## src/rtl/dec5_to_32.sv

```systemverilog
// dec5_to_32 -- 5-to-32 one-hot address decoder with a registered copy.
//
// Ports:
//   Clk   in   1  : clock; all state updates on its rising edge
//   Rst   in   1  : synchronous active-high reset (clears OutQ and Valid)
//   Adr   in   5  : address to decode
//   En    in   1  : capture enable for the registered decode
//   Out   out 32  : combinational one-hot decode of Adr (independent of Clk/Rst/En)
//   OutQ  out 32  : decode of Adr captured on the last enabled edge
//   Valid out  1  : high once OutQ holds a captured decode
//
// Out is built one bit per address with a plain equality compare, so it is
// purely combinational and always exactly one-hot. The registered path
// captures that same decode, so OutQ is either all-zero (after reset) or
// one-hot (after any capture), and the two paths cannot disagree.
module dec5_to_32 (
  input  logic        Clk,
  input  logic        Rst,
  input  logic [4:0]  Adr,
  input  logic        En,
  output logic [31:0] Out,
  output logic [31:0] OutQ,
  output logic        Valid
);

  logic [31:0] dec_d;
  logic [31:0] outq_q;
  logic        valid_q;
  logic [31:0] outq_d;
  logic        valid_d;

  // One comparator per output bit; every 5-bit address hits exactly one bit.
  generate
    for (genvar gi = 0; gi < 32; gi++) begin : g_dec
      assign dec_d[gi] = (Adr == 5'(gi));
    end
  endgenerate

  assign Out = dec_d;

  // Next-state: load the decode when enabled, otherwise hold.
  always_comb begin
    outq_d  = outq_q;
    valid_d = valid_q;
    if (En) begin
      outq_d  = dec_d;
      valid_d = 1'b1;
    end
  end

  // Reset takes priority over the enable.
  always_ff @(posedge Clk) begin
    if (Rst) begin
      outq_q  <= 32'h0000_0000;
      valid_q <= 1'b0;
    end else begin
      outq_q  <= outq_d;
      valid_q <= valid_d;
    end
  end

  assign OutQ  = outq_q;
  assign Valid = valid_q;

endmodule

```

## config.mk

```make
export PLATFORM = sky130hd
export DESIGN_NAME = dec5_to_32
export DESIGN_NICKNAME = d
export VERILOG_FILES = /design/src/rtl/dec5_to_32.sv
export SDC_FILE = /design/constraint.sdc
export NUM_CORES = 1
export LEC_CHECK = 0
export CORE_MARGIN = 3
export CORE_UTILIZATION = 54
export DETAILED_ROUTE_END_ITERATION = 10
export DONT_BUFFER_PORTS = 1
export GPL_TIMING_DRIVEN = 0
export PLACE_DENSITY = 0.71
export SYNTH_ARGS = -nofsm -noshare
export SYNTH_HDL_FRONTEND = slang
export SYNTH_SLANG_ARGS = --single-unit
export TNS_END_PERCENT = 5
```

## constraint.sdc

```tcl
create_clock -name Clk -period 1.9 [get_ports Clk]
set_input_delay 0.285 -clock Clk [delete_from_list [all_inputs] [get_ports Clk]]
set_output_delay 0.285 -clock Clk [all_outputs]
set_load 0.05 [all_outputs]
```

Yosys cells after proc, flatten, opt, wreduce, memory -nomap -nowiden
Index checks and enable logic that the tools add are counted.
W data, S select, Z words.
{"block": "totals", "regBits": 33, "inputBits": 8, "elab_cells": 34, "out_inout_bits": 65}
{"block": "classes", "n_eq_ne": 31, "reduce_logical": 1}
{"cell": "$eq A5 B5 Y1 const B", "n": 16}
{"cell": "$eq A5 B4 Y1 const B", "n": 8}
{"cell": "$eq A5 B3 Y1 const B", "n": 4}
{"cell": "$eq A5 B2 Y1 const B", "n": 2}
{"cell": "$eq A5 B1 Y1 const B", "n": 1}
{"cell": "$logic_not A5 Y1", "n": 1}

Longest topological paths before layout
Gate-level depths: netlist of the first run.
{"block": "depth", "word_depth": 1, "mapped_depth": 4, "mapped_depth_nobuf": 2}

Worst setup path after synthesis of the first run
OpenSTA, ideal clock, no wires.
{"block": "synth_timing", "kind": "input to output", "start": "in Adr[1]", "end": "out Out[3]", "path_slack_ps": -154, "required_ps": 1615, "stages": 3, "arrival_ps": 1769, "n_path_buf": 1, "path_cell_list": "buf_2 -> nand3b_1 -> nor3_1"}
{"block": "synth_between", "elab_chain_cells": 1}
{"element": "start, declared", "line_no": "19", "rtl": "input logic [4:0] Adr,"}
{"element": "$eq A5 B2 Y1", "line_no": "35", "rtl": "assign dec_d[gi] = (Adr == 5'(gi));"}
{"element": "end, declared", "line_no": "21", "rtl": "output logic [31:0] Out,"}
Every way passes these cells.

Worst setup path in the final report of the first run
{"block": "layout_timing", "start": "in Adr[1]", "end": "out Out[11]"}
{"block": "layout_between", "elab_chain_cells": 1}
{"element": "$eq A5 B4 Y1", "line_no": "35"}
Every way passes these cells.

==> out/metrics.yaml, run 1 <==
run_status:
  status: "complete, but fails checks"
  failed_checks: "negative setup slack"
logic_synthesis:
  syn_nets: 178
  synth.avg_cell_area_um2: 9.31
  yosys_warnings: 0
  synth-xor-area-share_pct: 0
  synthTopCellsByArea: "dfxtp_1 42%, o32ai_1 13%, o32ai_2 9.2%, inv_1 7.6%, nor2_1 6.2%"
  seq_area_frac_synth_pct: 41.7
  synth_top_area_share_pct: 41.7
  synth_fa_ha_area_share_pct: 0
  syn_inst: 170
  synthSimpleGateAreaFrac_pct: 21.5
  synth_top_family_by_area: "compound AO/OA/AOI/OAI gates"
  synth_seq_cells: 33
  syn-cell-area_um2: 1580
  synth-compound-area-share_pct: 22.0
  synthMuxAreaShare_pct: 0
  synth_cell_type_count: 20
  synth_top_area_cell: "dfxtp_1"
cells_and_area:
  post-route-cell-area_um2: 1730
  fin_util_pct: 62.2
  antenna_cells: 0
  final_cells: 209
  drive_above_1_share_pct: 31.5
  area_growth_pct: 9.25
  num-fill-cells: 259
  final_nets: 185
worst_setup_path:
  crit_type: "in2out"
  r2r_start: "OutQ[28]"
  r2r_end: "OutQ[28]"
  crit_path_start_kind: "input pin"
  cp-startpoint: "Adr[1]"
  r2r_slack_ps: 770
  cp_max_fo: 10
  ff2ff_path_depth: 2
  critPathRequiredTime_ps: 1620
  cp.arrival_ps: 1680
  endpoint_kind: "output port"
route:
  ant_nets: 0
  wire_per_inst_um: 17.8
  first_pass_iters: 4
  drc: 0
  routed_wl_um: 3720
  drt-initial-drc-count: 89
  vias: 1317
  viasPerCell: 6.30
cts:
  cts_buffer_depth: 2
  root_buffer: "clkbuf_4"
  cts_setup_buffers: 0
  clk_transition_reported_paths_ps: 100
  cts_tree: "done"
  cts.sinks: 33
  cts_buffers: 5
  htree_levels: 2
  clock_latency_ps: 330
sta:
  fin_hold_ws_ps: 177
  final-hold-violation-count: 0
  setup_viol: 3
  worst_pin_slew_ps: 893
  fin_ws_ps: -61.8
  skew_ps: 0
  slew_headroom_pct: 40.2
  drv_slew: 0
  fmaxAchievable_mhz: 510
  rsz0062_at_grt: "true"
  period_needed_ps: 1960
  final.period_utilization_pct: 103
floorplanning:
  initial_core_util_pct: 56.9
  std_cell_rows: 19
  fp.dieW_um: 60.1
  die_area_um2: 3620
  die_y_um: 60.1
  io-pin-count: 73
  core_um2: 2780
power:
  ir_drop_mv: 0.629
  leakagePower_uw: 0.000500
  power.density_nw_per_um2: 743
grt:
  grt_pass1_vias: 1139
  grt_start_max_net_pins: 12
  grt_pass1_wl_um: 5460
  antenna_found_initial: 0
  track_usage_pct: 20.3
  grt_overflow_total: 0
placement:
  dp_cells: 201
  placed_area_um2: 1630
  place_congestion: 0.775
  dp_hpwl_um: 2780
  io_buffers: 0
min_path:
  whs_endpoint: "OutQ[16]"
  hp-class: "in2reg"
  holdCritStartpoint: "Rst"
  holdPathStages: 2
job:
  max-cap-violations: 0
[state kept, by name (all words and copies together), names as in the netlist]
signal  count
Valid       1
OutQ       32
[layout by cell type (no fill, tap or decap), drive strengths merged, types with 3 or more instances in the layout]
cell,synthesis,final
dfxtp,33,33
inv,32,32
o32ai,32,32
nor2,26,26
buf,17,17
nor3,8,8
clkbuf,0,5
nand2b,4,4
nand4bb,4,4
or3b,3,3
nand3b,3,3
[timing repair]
action                                  in CTS  in global routing
hold buffers                                 0                  0
cloned                                       0                  0
gates resized for setup                      6                 10
endpoints found under the setup margin       6                 14
[power by group]
| part | switching (µW) | internal (µW) |
|---|---|---|
| combinational | 128 | 45.0 |
| clock | 244 | 139 |
| sequential | 30.2 | 699 |
[synthesized netlist by cell type]
library cell,n
nor2_1,26
buf_1,1
nand4bb_1,4
o32ai_2,9
nand3b_1,3
nand2_1,2
nand3_1,1
buf_4,2
nor3_2,4
or3b_1,3
or4b_4,2
buf_2,10
o32ai_1,23
nand4b_1,2
dfxtp_1,33
buf_6,4
or3_1,1
inv_1,32
nor3_1,4
nand2b_1,4
[cell families (layout without fill, tap and decap cells)]
group,after synthesis,count (layout)
AOI/OAI and AO/OA,32,32
buffers and inverters,49,57
and+or+nand+nor,56,56
DFF,33,33
[layout make-up]
type	instances	area, µm²	area share, %
well taps	31	38.8	2.24
clock inverters	3	17.5	1.01
flip-flops and latches	33	661	38.2
multi-input cells	88	741	42.8
plain buffers	17	114	6.58
inverters	32	120	6.95
clock buffers	5	37.5	2.17
[per-stage QoR]
stage | setup WS (ps) | power (µW) | setup TNS [ps]
after floorplan | -110 | 885 | -320
after global placement | -289 | 907 | -852
after detailed placement | -329 | 910 | -912
after CTS | -22.7 | 1290 | -66.5
after global routing | -128 | 1340 | -327
final | -61.8 | 1290 | -122
[worst max-delay path, cell delays in order]
cell      delay (ps)
buf_2            200
nand3b_1         370
nor2_1           810
[worst max path at each step]
stage	end	cells after the start
after floorplan	Out[28]	3
after global placement	Out[20]	3
after detailed placement	Out[20]	3
after CTS	Out[11]	3
after global routing	Out[15]	3
final	Out[11]	3
[per-layer routing]
metal | vias to the layer above | track usage, % | share of wire [%]
met5 | - | 0 | 0
met1 | 638 | 26.7 | 41
met3 | 7 | 6.91 | 9.3
li1 | 610 | - | -
met4 | 0 | 6.33 | 1.2
met2 | 62 | 31.2 | 49
Note: power is estimated with default switching activity, not from simulation.
==> run 2: changes to the inputs <==
--- a/config.mk
+++ b/config.mk
@@ -11,6 +11,7 @@
 export DONT_BUFFER_PORTS = 1
 export GPL_TIMING_DRIVEN = 0
 export PLACE_DENSITY = 0.71
+export SLEW_MARGIN = 20
 export SYNTH_ARGS = -nofsm -noshare
 export SYNTH_HDL_FRONTEND = slang
 export SYNTH_SLANG_ARGS = --single-unit
==> run 2 against run 1 <==
The flow still finishes with violations (negative setup slack). Cell area increased by 2.6%. Worst setup slack improved by 56 ps. Final cell count unchanged. Utilization increased by 1.6 points. Worst hold slack got worse by 9.6 ps. Die area unchanged. Fmax increased by 2.9%. First-iteration DRC count decreased by 35%. Via count decreased by 0.61%. Global-route usage increased by 0.50 points. Total power increased by 21%. Largest power group unchanged.
==> out/metrics.yaml, run 2 (synthesis gave the netlist of run 1 again) <==
grt:
  grt_pass1_wl_um: 5610  # +2.8%
  antenna_found_initial: 0  # unchanged
  grt_pass1_vias: 1174  # +3.1%
  track_usage_pct: 20.8  # +0.50 points
  grt_start_max_net_pins: 12  # unchanged
  grt_overflow_total: 0  # unchanged
worst_setup_path:
  critical_path.max_stage_delay_ps: 800  # about the same
  crit_type: "in2out"
  path_buf_inv: 1  # unchanged
  critPathRequiredTime_ps: 1620  # about the same
  crit_chain: "buf_2 -> nand3b_1 -> nor2_1"
  cp.arrival_ps: 1620  # -60 ps
  r2r_slack_ps: 750  # -20 ps
  slowest_stage: "nor2_1"
  crit_family: "simple AND/OR/NAND/NOR gates"
  endpoint_kind: "output port"
  crit_path_start_kind: "input pin"
  cp_max_fo: 10  # unchanged
route:
  first_pass_iters: 4  # unchanged
  drt-initial-drc-count: 58  # -35%
  drc: 0  # unchanged
  wire_per_inst_um: 18.3  # +2.5%
  routed_wl_um: 3820  # +2.5%
  ant_nets: 0  # unchanged
  vias: 1309  # -0.61%
  viasPerCell: 6.26  # -0.61%
sta:
  period_needed_ps: 1910  # -56.0 ps
  slew_headroom_pct: 39.9  # -0.34 points
  fmaxAchievable_mhz: 525  # +2.9%
  fin_ws_ps: -5.79  # +56.0 ps
  skew_ps: 0  # unchanged
  rsz0062_at_grt: "true"
  setup_viol: 3  # unchanged
  drv_slew: 0  # unchanged
  final-hold-violation-count: 0  # unchanged
  final.period_utilization_pct: 100  # -2.9 points
  worst_pin_slew_ps: 898  # +5.04 ps
floorplanning:
  die_y_um: 60.1  # unchanged
  std_cell_rows: 19  # unchanged
  core_um2: 2780  # unchanged
  fp.dieW_um: 60.1  # unchanged
  initial_core_util_pct: 56.9  # unchanged
  io-pin-count: 73  # unchanged
  die_area_um2: 3620  # unchanged
power:
  power_uw: 1550  # +21%
  ir_drop_mv: 0.864  # +37%
  leakagePower_uw: 0.000524  # +4.9%
  power.density_nw_per_um2: 876  # +18%
cells_and_area:
  final_common_cell: "dfxtp_1"
  area_growth_pct: 12.1
  antenna_cells: 0  # unchanged
  final_nets: 185  # unchanged
  largest_register_ffs: 32  # unchanged
  post-route-cell-area_um2: 1770  # +2.6%
  drive_above_1_share_pct: 30.9  # -0.56 points
  final_cell_mix: "33 x dfxtp_1, 32 x inv_1, 23 x o32ai_1"
cts:
  cts.sinks: 33  # unchanged
  clock_latency_ps: 340  # about the same
  htree_levels: 2  # unchanged
  cts_buffers: 5  # unchanged
  root_buffer: "clkbuf_4"
  clk_transition_reported_paths_ps: 100  # about the same
  cts_buffer_depth: 2  # unchanged
  cts_setup_buffers: 0  # unchanged
  cts_tree: "done"
placement:
  io_buffers: 0  # unchanged
  dp_hpwl_um: 2760  # -0.39%
  place_congestion: 0.775  # unchanged
  placed_area_um2: 1640  # +0.92%
run_status:
  status: "complete, but fails checks"
  failed_checks: "negative setup slack"
job:
  max-cap-violations: 0  # unchanged
min_path:
  hp-class: "in2reg"
run 2: cell count changes in the layout (fill, tap and decap cells not counted), sizes merged:
cell / previous run / this run
bufinv: 0 / 2
clkinv: 2 / 1
clkinvlp: 1 / 0
run 2: path summary, 6_finish.rpt:
check            from  endpoint  cells past startpoint
min               Rst  OutQ[16]                      2
max reg2reg  OutQ[28]  OutQ[28]                      2
min reg2reg  OutQ[10]  OutQ[10]                      2
max            Adr[1]    Out[7]                      3
run 2: what timing repair did:
item / 4_1_cts / 5_1_grt
setup endpoints to repair: 6 / 20
hold buffers: 0 / 0
resized for setup: 1 / 11
pin swaps: 0 / 0
run 2: through the flow:
stage	setup slack, ps	instances	hold slack [ps]	utilization, %	setup TNS (ps)
6_report	-5.79	209	167	63.8	-12.3
3_5_place_dp	-17.7	201	534	59.0	-63.4
4_1_cts	-21.5	209	157	62.8	-63.1
2_1_floorplan	-110	170	511	-	-320
3_3_place_gp	-289	201	534	58.5	-852
5_1_grt	-118	209	168	63.8	-449
run 2: area by class of cell:
type / count / area [µm²]
fill: 256 / 1010
tap: 31 / 38.8
multi-input combinational: 88 / 738
clock buffer: 5 / 37.5
clock inverter: 3 / 65.1
sequential: 33 / 661
inverter: 32 / 120
buffer: 17 / 114
run 2: routing by layer:
layer / share of wire (%) / GRT usage (%) / vias to the layer above
li1: - / - / 610
met1: 41 / 27.7 / 635
met2: 49 / 31.9 / 60
met3: 9.2 / 6.48 / 4
met4: 0.94 / 6.33 / 0
met5: 0 / 0 / -
run 2: report_power, final:
part	internal, µW	leakage, µW	switching, µW	total, µW
sequential	699	0.000266	30.2	729
clock	407	0.0000552	245	652
combinational	44.9	0.000203	129	174
total	1150	0.000524	404	1550
==> run 3: changes to the inputs <==
--- a/config.mk
+++ b/config.mk
@@ -7,11 +7,11 @@
 export LEC_CHECK = 0
 export CORE_MARGIN = 3
 export CORE_UTILIZATION = 54
+export CTS_CLUSTER_SIZE = 20
 export DETAILED_ROUTE_END_ITERATION = 10
 export DONT_BUFFER_PORTS = 1
 export GPL_TIMING_DRIVEN = 0
 export PLACE_DENSITY = 0.71
-export SLEW_MARGIN = 20
 export SYNTH_ARGS = -nofsm -noshare
 export SYNTH_HDL_FRONTEND = slang
 export SYNTH_SLANG_ARGS = --single-unit
==> results of run 3 <==
The final DEF is identical to that of run 1; final timing and power are the same.
